===== src/rtl/jedec_rd_pkg.sv =====
// Shared types and constants for the JEDEC read responder model.
// Read command opcode, FSM state encoding, pending-entry layout and the LFSR step.
package jedec_rd_pkg;

  localparam logic [4:0] READ_OP = 5'b11101;
  localparam int         CNT_W   = 6;

  typedef enum logic [1:0] {
    IDLE,
    PRE,
    BURST
  } state_t;

  typedef struct packed {
    logic [CNT_W-1:0] countdown;
    logic             valid;
  } entry_t;

  // Fibonacci x^8+x^6+x^5+x^4+1, shifting toward the MSB.
  function automatic logic [7:0] lfsr_step(input logic [7:0] s);
    return {s[6:0], s[7] ^ s[5] ^ s[4] ^ s[3]};
  endfunction

endpackage


===== src/rtl/jedec_rd_queue.sv =====
// Pending-read FIFO: each entry counts down toward its burst start and parks at zero.
// Head sits at index 0; a pop shifts the whole queue down by one.
module jedec_rd_queue
  import jedec_rd_pkg::*;
#(
  parameter int DEPTH = 4,
  parameter int RL    = 22
) (
  input  logic             clk,
  input  logic             rst_n,
  input  logic             push,
  input  logic             pop,
  output logic             full,
  output logic             empty,
  output logic             head_due,
  output logic [CNT_W-1:0] head_cnt
);

  localparam int CW = $clog2(DEPTH + 1);

  entry_t        mem [DEPTH];
  entry_t        nxt [DEPTH];
  logic [CW-1:0] count;

  always_comb begin
    for (int i = 0; i < DEPTH; i++) nxt[i] = mem[i];
    if (pop) begin
      for (int i = 0; i < DEPTH - 1; i++) nxt[i] = mem[i + 1];
      nxt[DEPTH-1] = '0;
    end
    for (int i = 0; i < DEPTH; i++)
      if (nxt[i].valid && nxt[i].countdown != '0)
        nxt[i].countdown = nxt[i].countdown - 1'b1;
    // Pop precedes push, so a full queue still accepts on a pop edge.
    for (int i = 0; i < DEPTH; i++)
      if (push && i == int'(count) - int'(pop))
        nxt[i] = '{countdown: CNT_W'(RL - 1), valid: 1'b1};
  end

  always_ff @(posedge clk or negedge rst_n) begin
    if (!rst_n) begin
      for (int i = 0; i < DEPTH; i++) mem[i] <= '0;
      count <= '0;
    end else begin
      for (int i = 0; i < DEPTH; i++) mem[i] <= nxt[i];
      count <= count + CW'(push) - CW'(pop);
    end
  end

  assign full     = (count == CW'(DEPTH));
  assign empty    = (count == '0);
  assign head_due = mem[0].valid && (mem[0].countdown == '0);
  assign head_cnt = mem[0].countdown;

endmodule


===== src/rtl/jedec_rd_responder.sv =====
// DRAM-side read responder: turns READ commands into DQS/DQ bursts after RL cycles.
// Define JEDEC_RD_LFSR_EN to replace the incrementing data pattern with an 8-bit LFSR.
module jedec_rd_responder
  import jedec_rd_pkg::*;
#(
  parameter int DEVICE_WIDTH = 4,
  parameter int RL           = 22,
  parameter int BL           = 16,
  parameter int PRE_CYCLES   = 2,
  parameter int DEPTH        = 4
) (
  input  logic                      dfi_phy_clk,
  input  logic                      rst_n,
  input  logic [13:0]               CA_DA_o,
  input  logic                      CS_DA_o,
  input  logic                      CA_VALID_DA_o,
  output logic                      DQS_AD_i,
  output logic [2*DEVICE_WIDTH-1:0] DQ_AD_i,
  output logic                      err_overflow,
  output logic                      err_collision
);

  localparam int               BEATS   = BL / 2;
  localparam logic [2:0]       LAST    = 3'(BEATS - 1);
  localparam logic [CNT_W-1:0] PRE_CNT = CNT_W'(PRE_CYCLES);
`ifdef JEDEC_RD_LFSR_EN
  localparam logic [7:0]       PAT_SEED = 8'h01;
`else
  localparam logic [7:0]       PAT_SEED = 8'h00;
`endif

  state_t           state, next_state;
  logic [2:0]       burst_cnt;
  logic             skip, read_det, push, pop, drop, start, defer;
  logic             full, empty, head_due;
  logic [CNT_W-1:0] head_cnt;
  logic [7:0]       pat, lo_pat, hi_pat, pat_next;
  logic             ca_unused;

  function automatic logic [DEVICE_WIDTH-1:0] fit(input logic [7:0] p);
    return DEVICE_WIDTH'(p);
  endfunction

  assign ca_unused = ^CA_DA_o[13:5];

  // skip masks the second command UI and the first edge out of reset.
  assign read_det = !skip && !CS_DA_o && CA_VALID_DA_o && (CA_DA_o[4:0] == READ_OP);
  assign pop      = start;
  assign push     = read_det && (!full || pop);
  assign drop     = read_det && full && !pop;

  jedec_rd_queue #(.DEPTH(DEPTH), .RL(RL)) u_queue (
    .clk      (dfi_phy_clk),
    .rst_n    (rst_n),
    .push     (push),
    .pop      (pop),
    .full     (full),
    .empty    (empty),
    .head_due (head_due),
    .head_cnt (head_cnt)
  );

  always_ff @(posedge dfi_phy_clk or negedge rst_n) begin
    if (!rst_n) begin
      state     <= IDLE;
      burst_cnt <= '0;
    end else begin
      state <= next_state;
      if (start)                                    burst_cnt <= '0;
      else if (state == BURST && next_state == BURST) burst_cnt <= burst_cnt + 3'd1;
    end
  end

  always_comb begin
    next_state = IDLE;
    start      = 1'b0;
    defer      = 1'b0;
    case (state)
      BURST: begin
        if (burst_cnt != LAST) begin
          next_state = BURST;
          defer      = head_due;
        end else if (head_due) begin
          next_state = BURST;
          start      = 1'b1;
        end else if (!empty && head_cnt <= PRE_CNT) begin
          next_state = PRE;
        end
      end
      default: begin
        if (head_due) begin
          next_state = BURST;
          start      = 1'b1;
        end else if (!empty && head_cnt <= PRE_CNT) begin
          next_state = PRE;
        end
      end
    endcase
  end

  always_comb begin
`ifdef JEDEC_RD_LFSR_EN
    lo_pat   = lfsr_step(pat);
    hi_pat   = lfsr_step(lo_pat);
    pat_next = hi_pat;
`else
    lo_pat   = pat;
    hi_pat   = pat + 8'd1;
    pat_next = pat + 8'd2;
`endif
  end

  // Output stage: registered strobe/data for the cycle that begins at this edge.
  always_ff @(posedge dfi_phy_clk or negedge rst_n) begin
    if (!rst_n) begin
      skip          <= 1'b1;
      DQS_AD_i      <= 1'b0;
      DQ_AD_i       <= '0;
      pat           <= PAT_SEED;
      err_overflow  <= 1'b0;
      err_collision <= 1'b0;
    end else begin
      skip <= read_det;
      if (drop)  err_overflow  <= 1'b1;
      if (defer) err_collision <= 1'b1;
      if (next_state == BURST) begin
        DQS_AD_i <= start ? 1'b1 : ~DQS_AD_i;
        DQ_AD_i  <= {fit(hi_pat), fit(lo_pat)};
        pat      <= pat_next;
      end else begin
        DQS_AD_i <= 1'b0;
        DQ_AD_i  <= '0;
      end
    end
  end

endmodule

===== config.mk =====
export PLATFORM = sky130hd
export DESIGN_NAME = jedec_rd_responder
export DESIGN_NICKNAME = d
export VERILOG_FILES = /design/src/rtl/jedec_rd_pkg.sv /design/src/rtl/jedec_rd_queue.sv /design/src/rtl/jedec_rd_responder.sv
export SDC_FILE = /design/constraint.sdc
export NUM_CORES = 1
export LEC_CHECK = 0
export ABC_AREA = 1
export CORE_MARGIN = 2
export CORE_UTILIZATION = 58
export CTS_BUF_LIST = sky130_fd_sc_hd__clkbuf_4 sky130_fd_sc_hd__clkbuf_8 sky130_fd_sc_hd__clkbuf_16
export DETAILED_ROUTE_END_ITERATION = 16
export HOLD_SLACK_MARGIN = 0.12
export PLACE_DENSITY = 0.77
export SYNTH_ARGS = -nofsm -noshare
export SYNTH_HDL_FRONTEND = slang
export SYNTH_SLANG_ARGS = --single-unit
export TNS_END_PERCENT = 1

===== constraint.sdc =====
create_clock -name dfi_phy_clk -period 2.9 [get_ports dfi_phy_clk]
set_input_delay 0.58 -clock dfi_phy_clk [delete_from_list [all_inputs] [get_ports dfi_phy_clk]]
set_output_delay 0.58 -clock dfi_phy_clk [all_outputs]
set_load 0.02 [all_outputs]

==> flow_metrics.py <==
metrics = {
    "final_layout": {
        "layout.nets": 461,
        "design_area_um2": 3340,
        "drive_above_1_share_pct": 14.4,
        "synthToLayoutAreaGrowth_pct": 9.69,
        "fin_util_pct": 65.9,
        "diodes": 0,
    },
    "yosys": {
        "synth_common_cells": "nand2_1, inv_1, dfrtp_1",
        "synth_nets": 443,
        "synth.most_common_cell": "nand2_1",
        "async_flop_share_pct": 100,
        "yosysTopAreaCellShare_pct": 37.8,
        "synth_cells": 411,
        "syn-mean-instance-area_um2": 7.41,
        "synthesis.area_um2": 3050,
        "ys.flop_type": "dfrtp_1",
        "ys_seq_area_share_pct": 38.6,
        "ys_ff_latch": 47,
        "yosysWarnings": 0,
        "synth_edf_count": 0,
        "synthTopCellsByArea": "dfrtp_1, nand2_1, inv_1",
        "yosysTopAreaCell": "dfrtp_1",
        "yosys.cell_types.count": 41,
    },
    "detailed_routing": {
        "drtPass1Iterations": 5,
        "drt-total-wl_um": 6010,
        "ant_nets": 0,
        "vias_per_cell": 5.02,
        "drt-wirelength-per-cell_um": 12.0,
        "drt_iter0_drc": 92,
        "drc": 0,
        "num_vias": 2508,
    },
    "grt": {
        "grt_pass1_wl_um": 10500,
        "overflow": 0,
        "grt_max_degree": 38,
        "grt_use_total_pct": 22.4,
        "antenna_found_initial": 0,
        "grt_pass1_vias": 2414,
    },
    "worst_setup_path": {
        "crit_top_cell": "nand2_1",
        "cp_slowest_cell": "dfrtp_1",
        "crit_path_max_incr_delay_ns": 0.41,
        "path_cells": "ha_1, ha_1, nor2_1, nand2_1, nand3_2, inv_2, ha_1, nand2_1, xor2_1, and2_1, nand2_1, nor3_4, inv_1, nand2_1, a21oi_1",
        "crit_fanout": 7,
        "endpoint_kind": "register",
        "cp.required_ns": 3.11,
        "crit_type": "register to register",
        "crit_family": "simple AND/OR/NAND/NOR gates",
        "arrival_ns": 2.74,
        "start_kind": "register",
        "timing.critical_path.buf_inv": 2,
    },
    "timing": {
        "finClkSkew_ns": 0.00491,
        "rsz0062_at_grt": "no",
        "hold_violations": 0,
        "finalCritPeriodShare_pct": 87.4,
        "fmax_mhz": 395,
        "setup-violations-final": 0,
        "fin_setup_tns_ns": 0,
        "min_period_ns": 2.53,
        "drv_slew": 0,
    },
    "die": {
        "die_x_um": 76.5,
        "rows": 26,
        "start_util_pct": 60.0,
        "die_area_um2": 5850,
        "ios": 29,
        "coreArea_um2": 5070,
        "die_h_um": 76.5,
    },
    "clocking": {
        "clock_sinks": 47,
        "cts_max_level": 2,
        "insertion_delay_ns": 0.31,
        "cts_buffer_depth": 2,
        "postCtsSetupBuffers": 0,
        "cts_tree": "done",
        "cts.clk_slew.worst_paths_ns": 0.09,
        "ctsHoldBuffers": 0,
        "post_cts_resized": 0,
        "cts_inserted_buffers": 5,
        "cts_root_buf": "clkbuf_8",
    },
    "placed_design": {
        "place_area_um2": 3250,
        "place_congestion": 0.848,
        "dp_hpwl_um": 4650,
        "numPortBuffers": 18,
    },
    "pwr": {
        "ir_worst_vdd_mv": 0.584,
        "leakage_uw": 0.00181,
        "p_per_area_nw_per_um2": 1050,
    },
    "job": {
        "cap_violations": 0,
    },
    "run_status": {
        "status": "finished, final reports clean",
    },
    "hold_path": {
        "min_path_type": "input port to async pin",
    },
}
## stage by stage
| step | power [uW] | worst slack (ns) | hold WS (ns) | instances |
|---|---|---|---|---|
| after floorplan | 2670 | 0.422 | 0.284 | 411 |
| after global routing | 3900 | 0.0898 | 0.223 | 500 |
| after CTS | 3540 | 0.353 | 0.218 | 500 |
| after global placement | 3030 | 0.307 | 0.435 | 492 |
| after detailed placement | 3100 | 0.250 | 0.458 | 492 |
| final | 3510 | 0.366 | 0.198 | 500 |
## logic make-up (layout without fill, tap and decap cells)
logic type | after synthesis | after routing | share of synthesized area [%]
AO/OA/AOI/OAI | 30 | 30 | 6.32
XOR/XNOR | 7 | 7 | 2.01
adder cells (fa/ha/maj) | 14 | 14 | 6.00
buffers and inverters | 78 | 97 | 11.5
flip-flops | 47 | 47 | 38.6
other | 1 | 1 | 0.123
AND/OR/NAND/NOR | 234 | 234 | 35.4
## final timing paths
path | from | to | slack, ns | cells after the start
worst max-delay path | burst_cnt[0] | u_queue.mem[2] | 0.37 | 15
worst min-delay path | rst_n | DQ_AD_i[6] | 0.20 | 1
worst max register to register | burst_cnt[0] | u_queue.mem[2] | 0.37 | 15
worst min register to register | err_overflow | err_overflow | 0.48 | 1
max in group asynchronous | rst_n | skip | 1.95 | 2
min in group dfi_phy_clk | err_overflow | err_overflow | 0.48 | 1
## cell type report
class	count	area (um2)
Clock inverter	3	27.5
Multi-Input combinational cell	286	1520
Sequential cell	47	1180
Clock buffer	5	68.8
Tap cell	70	87.6
Fill cell	455	1730
Timing Repair Buffer	23	213
Inverter	66	248
## flip-flops by register name (all words and copies together) (netlist names)
| name | cells |
|---|---|
| burst_cnt | 3 |
| u_queue.count | 3 |
| lo_pat | 3 |
| skip | 1 |
| u_queue.head_cnt | 6 |
| err_overflow | 1 |
| state | 2 |
| u_queue.mem | 22 |
| err_collision | 1 |
| DQS_AD_i | 1 |
| DQ_AD_i | 4 |
## report_power, final
part	switching, uW	internal, uW
logic	1220	715
registers	206	951
clock network	246	179
total	1670	1840
## layout by cell type, fill, tap and decap left out, types with 2 or more instances in the layout
master | Yosys | final
nor2_1 | 32 | 32
nor2_4 | 2 | 2
nand2_1 | 114 | 114
inv_2 | 7 | 7
o21ai_0 | 10 | 10
clkbuf_8 | 0 | 5
o21ai_2 | 4 | 4
dfrtp_1 | 46 | 46
xor2_1 | 4 | 4
nor3_1 | 2 | 2
ha_1 | 13 | 13
inv_1 | 58 | 58
clkdlybuf4s50_1 | 0 | 17
buf_4 | 5 | 5
nand4_1 | 7 | 7
o21ai_1 | 5 | 5
a21oi_1 | 2 | 2
a22o_1 | 2 | 2
o211ai_1 | 2 | 2
xnor2_1 | 3 | 3
or2_2 | 2 | 2
nand3_1 | 41 | 41
nand2_2 | 20 | 20
nand3b_1 | 2 | 2
nor2_2 | 6 | 6
## routing by layer
metal	track usage [%]	routed length, um	vias up	part of all wire [%]
li1	-	-	1314	-
met5	0	0	-	0
met3	4.03	145	6	2.4
met1	26.1	2690	1165	45
met2	42.5	3120	23	52
met4	4.91	57	0	0.95
## worst reg2reg max path, cell delays in order, from the launching register on
cell,delay [ns]
dfrtp_1,0.41
ha_1,0.20
ha_1,0.17
nor2_1,0.09
nand2_1,0.08
nand3_2,0.09
inv_2,0.07
ha_1,0.19
nand2_1,0.08
xor2_1,0.14
and2_1,0.21
nand2_1,0.13
nor3_4,0.29
inv_1,0.14
nand2_1,0.08
a21oi_1,0.04
Power figures use the tool's default switching activity.
==> edit 1, RTL diff (same flow settings) <==
The package constant `CNT_W` goes from 6 to 7.
--- a/src/rtl/jedec_rd_pkg.sv
+++ b/src/rtl/jedec_rd_pkg.sv
@@ -3,7 +3,7 @@
 package jedec_rd_pkg;
 
   localparam logic [4:0] READ_OP = 5'b11101;
-  localparam int         CNT_W   = 6;
+  localparam int         CNT_W   = 7;
 
   typedef enum logic [1:0] {
     IDLE,
Check against the original RTL: same outputs for any inputs over 10 cycles, from zero or initial values and one cycle with rst_n low; that may be too few to reach the edited logic, so the function may still have changed.
==> edit 1 against the original RTL <==
- combinational power is 18% higher
- routed wire length up 22%
- cell count up 16%
- global-route usage increased by 2.8 points
- worst setup slack worse by 130 ps
- design area up 13%
- sequential share of layout area decreased by 1.4 points
- power up 12%
- critical path depth unchanged
- synthesized area up 14%
- die area up 13%
- sequential cell count is 4 higher
- first-iteration DRC count increased by 45%
==> edit 1: results (changes against the original RTL) <==
Power
  • VDD IR max: 0.000654 V (was 0.000584 V)
  • Leak: 2.09 nW (was 1.81 nW)

Routing
  • WL per Instance: 12.6 um (was 12.0 um)
  • Met3 routed WL: 241 um (was 145 um)
  • DR pass1 iterations: 4 (was 5)
  • Initial DRC count: 133 (was 92)
  • Met2 WL: 3690 um (was 3120 um)
  • Metal-1 WL: 3280 um (was 2690 um)

Yosys
  • Commonest register cell after synthesis: dfrtp_1 (unchanged)
  • Synth cell count leaders: nand2_1 (168), inv_1 (70), dfrtp_1 (50), nor2_1 (50), nand4_1 (39) (was nand2_1 (114), inv_1 (58), dfrtp_1 (46), nand3_1 (41), nor2_1 (32))
  • Synth Area in Compound Gates: 5.19% (was 6.32%)
  • Top cells by area, synth: dfrtp_1 (36%), nand2_1 (18%), inv_1 (7.6%) (was dfrtp_1 (38%), nand2_1 (14%), inv_1 (7.1%))
  • Post-synthesis cell type count: 36 (was 41)
  • Part of the Yosys area used for sequential elements: 36.8% (was 38.6%)
  • Syn nets: 523 (was 443)
  • Cells after synthesis: 492 (was 411)
  • Xor and xnor fraction of the mapped netlist area: 2.52% (was 2.01%)
  • Post-Synth Adder-Cell Area: 4.90% (was 6.00%)

GRT
  • Routing usage on met3: 3.78% (was 4.03%)
  • All-Layer GR Usage: 25.2% (was 22.4%)
  • Vias in the first global route: 2914 (was 2414)
  • First-pass GRT wire length: 12800 um (was 10500 um)
  • Largest net degree at the start of global routing: 52 (was 38)
  • Grt met1 use: 31.3% (was 26.1%)

Final layout
  • Multi-input gate area: 1810 um2 (was 1520 um2)
  • Final instance area: 3780 um2 (was 3340 um2)
  • Invs w/o clock: 73 (was 66)
  • Layout clock area frac: 2.55% (was 2.88%)
  • Fraction of layout cells with a size suffix above 1: 8.88% (was 14.4%)
  • Final std cells w/o fill: 582 (was 500)
  • Fin nets: 537 (was 461)
  • Buffering overhead: 5.96% (was 6.36%)
  • Fill cells: 524 (was 455)
  • Largest registers: u_queue.mem x25, u_queue.head_cnt x7, DQ_AD_i x4 (was u_queue.mem x22, u_queue.head_cnt x6, DQ_AD_i x4)
  • Register Area: 1280 um2 (was 1180 um2)
  • Comb_multi_in: 352 (was 286)
  • Sequential cell count: 51 (was 47)

Status
  • Outcome: complete, no violations (unchanged)

STA
  • Setup skew after layout: 8.46 ps (was 4.91 ps)

Place
  • Pre-CTS setup slack: 145 ps (was 250 ps)
  • Cells after DPL: 574 (was 492)
  • Cell Area, Placed: 3670 um2 (was 3250 um2)
  • Placer Congestion: 0.859 (was 0.848)

Critical path
  • Max FO, Critical Path: 5 (was 7)
## edit 1: changes by cell type after synthesis, sizes merged, moves of 3 or more
cell / unedited run / this run
nand4: 7 / 39
xor2: 4 / 9
nand2: 135 / 173
nor3: 4 / 1
nor2: 40 / 63
buf: 12 / 15
inv: 65 / 73
nand3: 42 / 27
o21ai: 19 / 10
dfrtp: 46 / 50
## edit 1: final timing paths
path,to,slack (ps),cells after the start
min in group dfi_phy_clk,DQS_AD_i$_DFF_PN0_,460,1
setup reg to reg,u_queue.head_cnt[1]$_DFF_PN0_,240,15
max in group asynchronous,skip$_DFF_PN1_,2360,2
setup / recovery,u_queue.head_cnt[1]$_DFF_PN0_,240,15
hold / removal,lo_pat[2]$_DFFE_PN0P_,220,2
hold reg to reg,DQS_AD_i$_DFF_PN0_,460,1
## edit 1: where the power goes
group / internal [mW] / leakage, nW / switching (mW)
registers: 1.03 / 0.609 / 0.188
logic: 0.770 / 1.44 / 1.50
clock network: 0.178 / 0.0463 / 0.264
==> edit 2, RTL diff (same settings) <==
Made on the original files. Make the reset (`rst_n`) synchronous in 3 clocked blocks.
--- a/src/rtl/jedec_rd_queue.sv
+++ b/src/rtl/jedec_rd_queue.sv
@@ -37,7 +37,7 @@
         nxt[i] = '{countdown: CNT_W'(RL - 1), valid: 1'b1};
   end
 
-  always_ff @(posedge clk or negedge rst_n) begin
+  always_ff @(posedge clk) begin
     if (!rst_n) begin
       for (int i = 0; i < DEPTH; i++) mem[i] <= '0;
       count <= '0;
--- a/src/rtl/jedec_rd_responder.sv
+++ b/src/rtl/jedec_rd_responder.sv
@@ -60,7 +60,7 @@
     .head_cnt (head_cnt)
   );
 
-  always_ff @(posedge dfi_phy_clk or negedge rst_n) begin
+  always_ff @(posedge dfi_phy_clk) begin
     if (!rst_n) begin
       state     <= IDLE;
       burst_cnt <= '0;
@@ -111,7 +111,7 @@
   end
 
   // Output stage: registered strobe/data for the cycle that begins at this edge.
-  always_ff @(posedge dfi_phy_clk or negedge rst_n) begin
+  always_ff @(posedge dfi_phy_clk) begin
     if (!rst_n) begin
       skip          <= 1'b1;
       DQS_AD_i      <= 1'b0;
Formal check against the unedited RTL: same outputs for any inputs over 10 cycles, from zero or initial values and one cycle with rst_n low; that may be too few to reach the edited logic, so the function may still have changed.
==> edit 2 against the original RTL <==
- core utilization rose by 0.88 points
- worst setup slack got worse by 65 ps
- sequential cell count did not move
- design area fell by 5.1%
- synthesized area fell by 5.3%
- routed wire length fell by 2.8%
- critical endpoint is now u_queue.mem[3][2]$_SDFF_PP0_
Power is not compared: it rests on default switching activity, and its combinational part moved more than twofold at a synthesized area within 25%.
==> edit 2: results (changes against the original RTL) <==
Status
  • Outcome: complete, no violations (unchanged)

Routing
  • Initial DRC count: 155 (was 92)
  • Via count: 2568 (was 2508)
  • Metal-1 WL: 2750 um (was 2690 um)
  • DR pass1 iterations: 4 (was 5)
  • Routed WL: 5850 um (was 6010 um)
  • Met3 routed WL: 206 um (was 145 um)
  • Met2 WL: 2780 um (was 3120 um)

Critical path
  • Reg-to-reg startpoint: burst_cnt[0]$_SDFFE_PP0P_ (was burst_cnt[0]$_DFFE_PN0P_)
  • WP data arrival: 2820 ps (was 2740 ps)
  • Worst path slowest cell: dfxtp_1 (was dfrtp_1)
  • CP max stage delay: 330 ps (was 410 ps)
  • R2R Setup Slk: 300 ps (was 370 ps)
  • Max FO, Critical Path: 8 (was 7)

Place
  • DP HPWL: 4310 um (was 4650 um)
  • Placer Congestion: 0.933 (was 0.848)
  • Pre-CTS setup slack: 281 ps (was 250 ps)
  • Cells after DPL: 497 (was 492)

STA
  • Slew at the pin closest to its max-slew limit: 570 ps
  • Setup skew after layout: 6.52 ps (was 4.91 ps)
  • Max Clk Rate: 385 MHz (was 395 MHz)

Yosys
  • Post-synthesis cell type count: 37 (was 41)
  • Syn nets: 454 (was 443)
  • Cells after synthesis: 423 (was 411)
  • Top cells by area, synth: dfxtp_1 (33%), nand2_1 (13%), nand3_1 (9.5%) (was dfrtp_1 (38%), nand2_1 (14%), inv_1 (7.1%))
  • Post-synthesis async set-or-reset flop share: 0% (was 100%)
  • Synth cell count leaders: nand2_1 (101), inv_1 (58), nand3_1 (55), dfxtp_1 (47), nor2_1 (33) (was nand2_1 (114), inv_1 (58), dfrtp_1 (46), nand3_1 (41), nor2_1 (32))
  • Part of the Yosys area used for sequential elements: 32.6% (was 38.6%)
  • Commonest register cell after synthesis: dfxtp_1 (was dfrtp_1)

GRT
  • First-pass GRT wire length: 9870 um (was 10500 um)
  • Grt met1 use: 28.9% (was 26.1%)
  • Vias in the first global route: 2309 (was 2414)
  • All-Layer GR Usage: 23.0% (was 22.4%)
  • Largest net degree at the start of global routing: 33 (was 38)
  • Routing usage on met3: 2.98% (was 4.03%)
  • GR Layer Usage met2: 39.0% (was 42.5%)

Final layout
  • Fin nets: 468 (was 461)
  • Fill cells: 435 (was 455)
  • Fraction of layout cells with a size suffix above 1: 14.2% (was 14.4%)
  • Largest registers: u_queue.mem x28, DQ_AD_i x4 (was u_queue.mem x22, u_queue.head_cnt x6, DQ_AD_i x4)
  • Final std cells w/o fill: 505 (was 500)

CTS
  • Clock-pin slew on the worst setup and hold paths: 90 ps (about the same)
  • Num CTS Buffers: 5 (unchanged)
  • Clk root buf: clkbuf_8 (unchanged)

Min path
  • Hold WC Path Type: reg2reg (was in2async)

Floorplan
  • Core area: 4750 um2 (was 5070 um2)
edit 2: changes by cell type after synthesis, sizes merged, moves of 4 or more:
cell,change
nand2,-16
a21oi,+14
dfxtp,+47
o21ai,-6
nand3,+19
nor2,+4
dfrtp,-46
edit 2: logic make-up after synthesis:
family / share of synthesized area [%]
other: 0.130
and+or+nand+nor: 39.6
buffers and inverters: 12.3
adders and majority gates: 5.89
DFF: 32.6
xor gates and xnor gates: 1.82
AOI/OAI and AO/OA: 7.67
edit 2: area by class of cell:
| type | count | share of cell area (%) |
|---|---|---|
| clock buffer | 6 | 2.60 |
| multi-input combinational | 294 | 50.2 |
| tap | 67 | 2.64 |
| clock inverter | 2 | 0.513 |
| sequential | 47 | 29.7 |
| timing repair buffer | 21 | 6.39 |
| inverter | 68 | 8.04 |
edit 2: worst paths after layout:
check | end | depth (start not counted)
worst max-delay path | u_queue.mem[3][2]$_SDFF_PP0_ | 14
worst min-delay path | DQS_AD_i$_SDFF_PN0_ | 1
worst max register to register | u_queue.mem[3][2]$_SDFF_PP0_ | 14
worst min register to register | DQS_AD_i$_SDFF_PN0_ | 1
edit 2: stage by stage:
stage / cell area (um2) / hold slack (ps) / total power [mW] / util, %
CTS: 3170 / 441 / 1.13 / 66.7
detailed placement: 3070 / 430 / 0.706 / 64.7
global route: 3170 / 461 / 1.16 / 66.7
finish: 3170 / 434 / 1.11 / 66.7
floorplan: 2890 / 431 / 0.690 / -
global placement: 3070 / 416 / 0.706 / 64.7
edit 2: where the power goes:
part,internal (mW),leakage [nW],switching [mW]
Combinational,0.0180,1.15,0.0254
Clock,0.195,0.0474,0.229
Sequential,0.647,0.379,0.00114
Total,0.860,1.58,0.255
